## src/rtl/instr_prefetch_queue.sv

```systemverilog
// Instruction prefetch queue: issues sequential fetches with bounded outstanding requests,
// buffers {PC, instr} in a FIFO for decode, and flushes/discards stale responses on redirect.
module instr_prefetch_queue #(
  parameter int unsigned    DPW       = 32,
  parameter int unsigned    DEPTH     = 4,
  parameter int unsigned    MAX_OUTST = 2,
  parameter logic [DPW-1:0] RESET_PC  = '0
) (
  input  logic           clk,
  input  logic           rst,
  output logic           imem_req_valid,
  input  logic           imem_req_ready,
  output logic [DPW-1:0] imem_req_addr,
  input  logic           imem_rsp_valid,
  input  logic [DPW-1:0] imem_rsp_data,
  input  logic           redirect_valid,
  input  logic [DPW-1:0] redirect_pc,
  input  logic           stallD,
  output logic           instr_valid,
  output logic [DPW-1:0] instrD,
  output logic [DPW-1:0] PCD,
  output logic           spurious_rsp
);
  localparam int unsigned    AW  = (DEPTH > 1) ? $clog2(DEPTH) : 1;
  localparam int unsigned    CW  = $clog2(DEPTH + 1);
  localparam logic [DPW-1:0] NOP = DPW'(32'h0000_0013);

  typedef enum logic {FETCH, DRAIN} state_e;

  state_e         state_q, state_d;
  logic [DPW-1:0] pc_q, pc_d;
  logic [CW-1:0]  outst_q, outst_d;
  logic [CW-1:0]  drop_q, drop_d;
  logic [CW-1:0]  cnt_q, cnt_d;
  logic [AW-1:0]  rd_q, rd_d, wr_q, wr_d;
  logic           spur_q, spur_d;

  logic [DPW-1:0] mem_pc_q   [DEPTH];
  logic [DPW-1:0] mem_data_q [DEPTH];

  logic [DPW-1:0] rsp_pc;
  logic [CW-1:0]  outst_rsp;
  logic           rsp_drop, rsp_spur, rsp_take;
  logic           credit_ok, req_fire, push, pop;

  always_comb begin
    // Responses return in order and no request issues while stale ones are pending,
    // so the oldest outstanding PC is pc_q minus one word per outstanding request.
    rsp_pc    = pc_q - (DPW'(outst_q) << 2);
    rsp_drop  = imem_rsp_valid && (drop_q != '0);
    rsp_spur  = imem_rsp_valid && (drop_q == '0) && (outst_q == '0);
    rsp_take  = imem_rsp_valid && (drop_q == '0) && (outst_q != '0);
    outst_rsp = outst_q - CW'(rsp_drop || rsp_take);

    credit_ok      = ({1'b0, cnt_q} + {1'b0, outst_q}) < (CW+1)'(DEPTH);
    imem_req_valid = (state_q == FETCH) && !redirect_valid &&
                     (outst_q < CW'(MAX_OUTST)) && credit_ok;
    imem_req_addr  = pc_q;
    req_fire       = imem_req_valid && imem_req_ready;

    instr_valid  = (cnt_q != '0);
    instrD       = instr_valid ? mem_data_q[rd_q] : NOP;
    PCD          = instr_valid ? mem_pc_q[rd_q] : '0;
    spurious_rsp = spur_q;

    push = rsp_take && !redirect_valid;
    pop  = instr_valid && !stallD && !redirect_valid;

    state_d = state_q;
    pc_d    = pc_q;
    outst_d = outst_q;
    drop_d  = drop_q;
    cnt_d   = cnt_q;
    rd_d    = rd_q;
    wr_d    = wr_q;
    spur_d  = spur_q | rsp_spur;

    if (redirect_valid) begin
      // Everything still in flight after this cycle's response becomes stale.
      pc_d    = redirect_pc & ~DPW'(3);
      drop_d  = outst_rsp;
      outst_d = outst_rsp;
      state_d = (outst_rsp != '0) ? DRAIN : FETCH;
      cnt_d   = '0;
      rd_d    = '0;
      wr_d    = '0;
    end else begin
      pc_d    = req_fire ? pc_q + DPW'(4) : pc_q;
      drop_d  = drop_q - CW'(rsp_drop);
      outst_d = outst_rsp + CW'(req_fire);
      state_d = (drop_d == '0) ? FETCH : DRAIN;
      cnt_d   = cnt_q + CW'(push) - CW'(pop);
      wr_d    = wr_q + AW'(push);
      rd_d    = rd_q + AW'(pop);
    end
  end

  always_ff @(posedge clk) begin
    if (rst) begin
      state_q <= FETCH;
      pc_q    <= RESET_PC;
      outst_q <= '0;
      drop_q  <= '0;
      cnt_q   <= '0;
      rd_q    <= '0;
      wr_q    <= '0;
      spur_q  <= 1'b0;
    end else begin
      state_q <= state_d;
      pc_q    <= pc_d;
      outst_q <= outst_d;
      drop_q  <= drop_d;
      cnt_q   <= cnt_d;
      rd_q    <= rd_d;
      wr_q    <= wr_d;
      spur_q  <= spur_d;
    end
  end

  always_ff @(posedge clk) begin
    if (push && !rst) begin
      mem_pc_q[wr_q]   <= rsp_pc;
      mem_data_q[wr_q] <= imem_rsp_data;
    end
  end

endmodule

```

## config.mk

```make
export PLATFORM = sky130hd
export DESIGN_NAME = instr_prefetch_queue
export DESIGN_NICKNAME = d
export VERILOG_FILES = /design/src/rtl/instr_prefetch_queue.sv
export SDC_FILE = /design/constraint.sdc
export NUM_CORES = 1
export LEC_CHECK = 0
export CORE_MARGIN = 8
export CORE_UTILIZATION = 45
export CTS_CLUSTER_DIAMETER = 30
export DETAILED_ROUTE_END_ITERATION = 8
export PLACE_DENSITY = 0.64
export REMOVE_ABC_BUFFERS = 1
export SYNTH_ARGS = -nofsm -noshare
export SYNTH_HDL_FRONTEND = slang
export SYNTH_SLANG_ARGS = --single-unit
```

## constraint.sdc

```tcl
create_clock -name clk -period 11.4 [get_ports clk]
set_input_delay 2.28 -clock clk [delete_from_list [all_inputs] [get_ports clk]]
set_output_delay 2.28 -clock clk [all_outputs]
set_load 0.05 [all_outputs]
```

### Word level (Yosys, flattened, before mapping)

Memories as Yosys holds them, arrays and structs flattened. A register that Yosys moved wholly into a read port is not among the register bits.
Cells that the tools add are included.

| word-level totals | value |
|---|---|
| flip-flop bits (word level) | 47 |
| RAM bits | 256 |
| logic and storage cells | 63 |
| memories kept | 2 |

| cells by class | value |
|---|---|
| add/subtract/negate cells | 10 |
| order comparisons | 2 |
| multiplexer cells | 13 |
| bitwise gates (word level) | 2 |
| reduce and logical (&&, ||, !) cells | 25 |

Memories:

| memory | depth | width | rd ports | clocked after memory_dff | wr ports | RTL line | text |
|---|---|---|---|---|---|---|---|
| mem_data_q | 4 | 32 | 1 | 1 | 1 | 39 | `logic [DPW-1:0] mem_data_q [DEPTH];` |
| mem_pc_q | 4 | 32 | 1 | 1 | 1 | 38 | `logic [DPW-1:0] mem_pc_q [DEPTH];` |

Operator list:

| cell | number |
|---|---|
| $mux W32 | 4 |
| $add A32 B3 Y32 const B | 1 |
| $sub A32 B5 Y32 | 1 |
| $logic_and A1 B1 Y1 | 12 |
| $reduce_bool A3 Y1 | 4 |
| $logic_not A3 Y1 | 3 |
| $sub A3 B1 Y3 | 3 |
| $add A3 B1 Y3 | 2 |
| $mux W3 | 2 |
| $mux W1 | 5 |
| $add A2 B1 Y2 | 2 |
| $add A3 B3 Y4 | 1 |
| $lt A4 B3 Y1 const B | 1 |
| $mux W2 | 2 |
| $logic_not A1 Y1 | 3 |
| $lt A3 B2 Y1 const B | 1 |
| $reduce_bool A2 Y1 | 1 |
| $reduce_or A2 Y1 | 1 |
| $logic_or A1 B1 Y1 | 1 |
| $not A1 Y1 | 1 |
| $or A1 B1 Y1 | 1 |

### Longest topological paths before layout

Gate-level depths: netlist of the first run.

| depth | value |
|---|---|
| depth in word-level cells | 8 |
| gate-level depth with buffers | 10 |
| mapped depth without buffers | 10 |

### Worst setup path before layout of the first run

No wires, ideal clock.

| timing path | value |
|---|---|
| kind | in2reg |
| start | input port rst |
| end | memory mem_data_q[0][0], enable pin |
| arrival | 8.529 ns |
| slack | 2.236 ns |
| stages on the path | 4 |
| buffers on the path | 1 |
| path through | buf_6 inv_1 nand2_1 nor4_1 |

| between the ends | value |
|---|---|
| cells in the longest elaborated chain, start to end | 4 |

Ends and longest elaborated chain:

| what | RTL line | text |
|---|---|---|
| start: declaration | 10 | `input logic rst,` |
| $logic_not A1 Y1 | 121 | `if (push && !rst) begin` |
| $logic_and A1 B1 Y1 | 121 |  |
| $mux W1 | 121 |  |
| $mux W1 (not written as such) | 123 | `mem_data_q[wr_q] <= imem_rsp_data;` |
| end: declaration | 39 |  |

Every way passes these cells.

### Worst setup path after layout of the first run

| timing path | value |
|---|---|
| start | input port redirect_valid |
| end | output port imem_req_valid |

| between the ends | value |
|---|---|
| cells in the longest elaborated chain, start to end | 4 |

Ends and longest elaborated chain:

| what | RTL line | text |
|---|---|---|
| start: declaration | 16 | `input logic redirect_valid,` |
| $logic_not A1 Y1 | 56 | `imem_req_valid = (state_q == FETCH) && !redirect_valid &&` |
| $logic_and A1 B1 Y1 (2 in series) | 56 |  |
| $logic_and A1 B1 Y1 | 57 | `(outst_q < CW'(MAX_OUTST)) && credit_ok;` |
| end: declaration | 11 | `output logic imem_req_valid,` |

Every way passes these cells.

==> metrics.txt, run 1 <==
Clock Sink Count 293; Leak 5.55 nW; most common cell after layout, fill and taps aside edfxtp_1; Crit. End Element primary output; Yosys cell types 59; RSZ-0062 raised after global routing no; CTS tree done; Hold Crit Class reg2reg; Relative slew margins 0.348; Clock Skew 0.0118 ns; share of layout cells above drive strength 1 0.188; gpl congestion 0.822; Synth Register Bits 293; clk_lat worst skew 0.55 ns; synthesized area 12700 sq um; # diodes 0; Post-DP HPWL 17.1 mm; PwrDens 203 nW/um^2; drt total wl 28.0 mm; Startpoint Class primary input; drt drc 0; Die W 184 microns; Final nets 1082; post-layout min period 6.42 ns; Post-CTS Setup Inserts 0; row count 61; Hold Crit Depth 2; average cell area after synthesis 15.6 sq um; Root Driver clkbuf_16; initial antenna violation count 0; P&R area growth vs syn 30.9%; number of max-cap violations 0; top-level I/O count 169; GRT Residual Overflow 0; Final Core Density 0.598; Yosys warning total 0; period utilization 0.563; worst slew pin tran 0.978 ns; CP max FO 31; die area 33900 sq um; post-cts hold buffer count 0; initial core utilization 0.457; Reg area 8360 sq um; first-pass GRT wire length 44.0 mm; Die Y 184 microns; clock tree buffer depth 3; All-Layer GR Usage 0.167; Fillers 2156; post_cts resized 0; most frequent cells in the layout 248 x edfxtp_1, 162 x clkdlybuf4s50_1, 64 x nor2b_1, 62 x mux4_2, 59 x clkbuf_16; Vias 7434; setup TNS 0 ns; async set or reset register ratio after synthesis 0; crit path DAT 4.14 ns; crit path kind in2out; Peak VDD IR 0.139 mV; DRT Pass-1 Iters 4; largest net degree at the start of global routing 64; IO buf count 162; status finished clean; final hold vios 0; DRT iter0 DRCs 455; post-DR wirelength/cell 19.7 microns; H-tree depth 2; vias in the first global route 7778; Pins Over Slew Limit 0; Post-DRT Antenna Nets 0; core area 27800 sq um; Clk pin slew, worst setup/hold paths 0.05 ns; Post-synth EDFFs 248; vias per cell 5.23; FF-to-FF path depth 6; final setup fails 0; required time of the critical path 9.12 ns; area of the multi-input gates 3970 sq um; Mapped Cells 816; total CTS buffers 59; sequential share of the synthesized area 0.657; fmax 0.156 GHz; dominant synthesized flop cell edfxtp_1
[cells in the mapped netlist (15+ instances only)]
cell type	n	area share
mux4_2	62	0.11
dfxtp_1	45	0.071
nor2_1	44	0.013
edfxtp_1	248	0.59
nor2b_1	64	0.032
inv_1	24	0.0071
nor3_1	21	0.0083
xnor2_1	30	0.021
clkbuf_1	26	0.0077
ha_1	16	0.016
xor2_1	15	0.010
nand2_1	43	0.013
[sequential cells by signal (all words and copies together), names as in the netlist]
signal / cells
mem_data_q: 128
rd_q: 2
cnt_q: 3
wr_q: 2
spurious_rsp: 1
mem_pc_q: 120
state_q: 1
outst_q: 3
drop_q: 3
imem_req_addr: 30
[stage by stage]
| step | area, sq um | hold WS (ns) | total power [W] | cells | worst slack (ns) |
|---|---|---|---|---|---|
| after global placement | 14600 | 0.490 | 0.00167 | 1311 | 5.02 |
| after global routing | 16600 | 0.542 | 0.00350 | 1422 | 4.89 |
| after CTS | 16600 | 0.511 | 0.00341 | 1422 | 4.98 |
| after floorplan | 12400 | 0.529 | 0.00153 | 762 | 2.06 |
| after detailed placement | 14600 | 0.490 | 0.00168 | 1311 | 5.01 |
| final | 16600 | 0.521 | 0.00337 | 1422 | 4.98 |
[layer usage]
layer / vias up / global-route usage / wire (microns)
li1: 3496 / - / -
met1: 3661 / 0.222 / 12300
met2: 240 / 0.267 / 13100
met3: 37 / 0.0492 / 2240
met4: 0 / 0.0419 / 383
met5: - / 0 / 0
[final cells by class]
type,instances,share of cell area
tap,378,0.0285
inverter,26,0.00587
timing repair buffer,171,0.102
clock inverter,49,0.0331
sequential,293,0.503
multi-input combinational,443,0.239
clock buffer,62,0.0895
[worst paths after layout]
| kind | from | to | slack, ns |
|---|---|---|---|
| worst min register to register | spurious_rsp | spurious_rsp | 0.52 |
| worst max register to register | drop_q[1] | mem_data_q[2][29] | 8.42 |
| worst min-delay path | spurious_rsp | spurious_rsp | 0.52 |
| worst max-delay path | redirect_valid | imem_req_valid | 4.98 |
[where the power goes]
part / switching, W / internal, W / total (W)
Combinational: 0.000247 / 0.000145 / 0.000392
Clock: 0.000562 / 0.00116 / 0.00172
Sequential: 0.0000330 / 0.00123 / 0.00126
Total: 0.000842 / 0.00253 / 0.00337
[kinds of logic (layout without fill, tap and decap cells)]
kind of cell | after synthesis | after routing | synth area share
xor+xnor | 45 | 45 | 0.0310
buf+inv | 83 | 308 | 0.0336
other cells | 1 | 4 | 0.000295
flops | 293 | 293 | 0.657
simple gates | 246 | 246 | 0.111
compound gates | 61 | 61 | 0.0321
fa+ha+maj | 18 | 18 | 0.0189
mux | 69 | 69 | 0.116
[worst max-delay path, stage by stage]
cell	delay, ns
clkdlybuf4s50_1	0.39
buf_4	0.24
nor2_1	0.22
and3_1	0.19
clkdlybuf4s50_1	0.81
Note: power is estimated with default switching activity, not from simulation.
==> run 2, diff against run 1 <==
clock period = 6.6 ns   (was 11.4 ns; I/O delays follow)
==> metrics.txt, run 2 (synthesis gave the netlist of run 1 again) <==
Hold WS 0.512 ns (-0.00948 ns); RSZ-0062 raised after global routing no; DRT iter0 DRCs 435 (-4.4%); post-DR wirelength/cell 19.6 microns (-0.29%); number of max-cap violations 0 (unchanged); Post-CTS Setup Inserts 0 (unchanged); Startpoint Class register; WHS Endpoint spurious_rsp; initial antenna violation count 0 (unchanged); crit path kind reg2out; Die Y 184 microns (unchanged); final setup fails 0 (unchanged); first-pass GRT wire length 44.0 mm (-0.11%); Peak VDD IR 0.247 mV (+78%); Vias 7464 (+0.40%); Hold Crit Depth 2 (unchanged); Crit. End Element primary output; most frequent cells in the layout 248 x edfxtp_1, 162 x clkdlybuf4s50_1, 64 x nor2b_1, 62 x mux4_2, 61 x clkbuf_16; Final nets 1086 (+0.37%); Root Driver clkbuf_16; final hold vios 0 (unchanged); GRT Residual Overflow 0 (unchanged); Clock Skew 0.0124 ns (+0.000600 ns); Post-DRT Antenna Nets 0 (unchanged); vias in the first global route 7824 (+0.59%); max reg flops 128 (unchanged); register bank with the most flops mem_data_q; Crit path buffers/inverters 2 (-1); required time of the critical path 5.28 ns (-3.84 ns); most common cell after layout, fill and taps aside edfxtp_1; post_cts resized 0 (unchanged); # diodes 0 (unchanged); crit path DAT 3.39 ns (-0.75 ns); Post-DP HPWL 17.1 mm (about the same); post-cts hold buffer count 0 (unchanged); Cells after DPL 1313 (+0.15%); row count 61 (unchanged); Leak 5.57 nW (+0.42%); fin cells 1429 (+0.49%); Top Family by Delay on Critical Path buffers and inverters; Clk pin slew, worst setup/hold paths 0.05 ns (about the same); CP max stage delay 0.92 ns (+0.11 ns); R2R Setup Slk 3.49 ns (-4.93 ns); H-tree depth 2 (unchanged); DRT Pass-1 Iters 5 (+1); CP max FO 42 (+35%); HP Start spurious_rsp; clk_lat worst skew 0.56 ns (about the same); All-Layer GR Usage 0.167 (about the same); PwrDens 351 nW/um^2 (+73%); clock tree buffer depth 3 (unchanged); Critical R2R Capture cnt_q[2]; Hold Crit Class reg2reg; Clock Sink Count 293 (unchanged); initial core utilization 0.457 (unchanged); largest net degree at the start of global routing 64 (unchanged); status finished clean; drt total wl 28.1 mm (+0.20%); post-layout min period 4.71 ns; critical path, cell by cell buf_4 > mux4_2 > or2_2 > clkdlybuf4s50_1; FF-to-FF path depth 10 (+4); fmax 0.212 GHz; period utilization 0.714; worst slew pin tran 1.02 ns (+0.0432 ns); gpl congestion 0.788 (-4.1%); Die W 184 microns (unchanged); core area 27800 sq um (unchanged); Crit-path slowest cell dfxtp_4; total CTS buffers 61 (+3.4%); vias per cell 5.22 (about the same); Relative slew margins 0.316 (-0.0325); P&R area growth vs syn 31.5%; CTS tree done; share of layout cells above drive strength 1 0.197 (+0.00922); die area 33900 sq um (unchanged); top-level I/O count 169 (unchanged); Pins Over Slew Limit 0 (unchanged); IO buf count 162 (unchanged); R2R Path Start cnt_q[1]; drt drc 0 (unchanged)
run 2: metrics by stage:
step                      setup WS, ns  utilization  TNS (ns)  instance area [sq um]  total power, W
after detailed placement          2.34        0.526         0                  14600         0.00289
after floorplan                  -1.78            -   -110.09                  12400         0.00265
final                             1.89        0.601         0                  16700         0.00585
after CTS                         1.75        0.601         0                  16700         0.00591
after global routing              1.65        0.601         0                  16700         0.00608
after global placement            2.35        0.526         0                  14600         0.00289
run 2: worst register-to-register path: cells and delay by family, from the launching register on:
family / cells / cell delay, ns
simple gates: 3 / 1.03
fa+ha+maj: 3 / 0.87
buf+inv: 2 / 0.40
flops: 1 / 0.37
xor+xnor: 2 / 0.33
run 2: where the power goes:
group	switching [W]	internal, W	total (W)
Combinational	0.000428	0.000253	0.000681
Clock	0.00100	0.00199	0.00299
Sequential	0.0000587	0.00212	0.00218
run 2: cell type report:
class | instances | area [sq um]
tap | 378 | 473
clock inverter | 50 | 534
sequential | 293 | 8360
multi-input combinational | 443 | 3970
clock buffer | 66 | 1560
timing repair buffer | 173 | 1720
fill | 2144 | 11100
inverter | 26 | 97.6
run 2: worst max-delay path by stage:
| stage | startpoint | to | cells past startpoint |
|---|---|---|---|
| 6_report | rd_q[0] | instrD[4] | 4 |
| 5_1_grt | rd_q[0] | instrD[4] | 4 |
| 2_1_floorplan | redirect_valid | mem_data_q[0][0] | 3 |
| 4_1_cts | rd_q[0] | instrD[4] | 4 |
| 3_3_place_gp | rd_q[0] | instrD[4] | 4 |
| 3_5_place_dp | rd_q[0] | instrD[4] | 4 |
run 2: routing by layer:
| metal | share of wire | track usage | wire (microns) | vias up |
|---|---|---|---|---|
| met3 | 0.074 | 0.0508 | 2060 | 44 |
| met4 | 0.019 | 0.0487 | 534 | 0 |
| met2 | 0.47 | 0.265 | 13100 | 235 |
| li1 | - | - | - | 3491 |
| met1 | 0.44 | 0.220 | 12300 | 3694 |
| met5 | 0 | 0 | 0 | - |
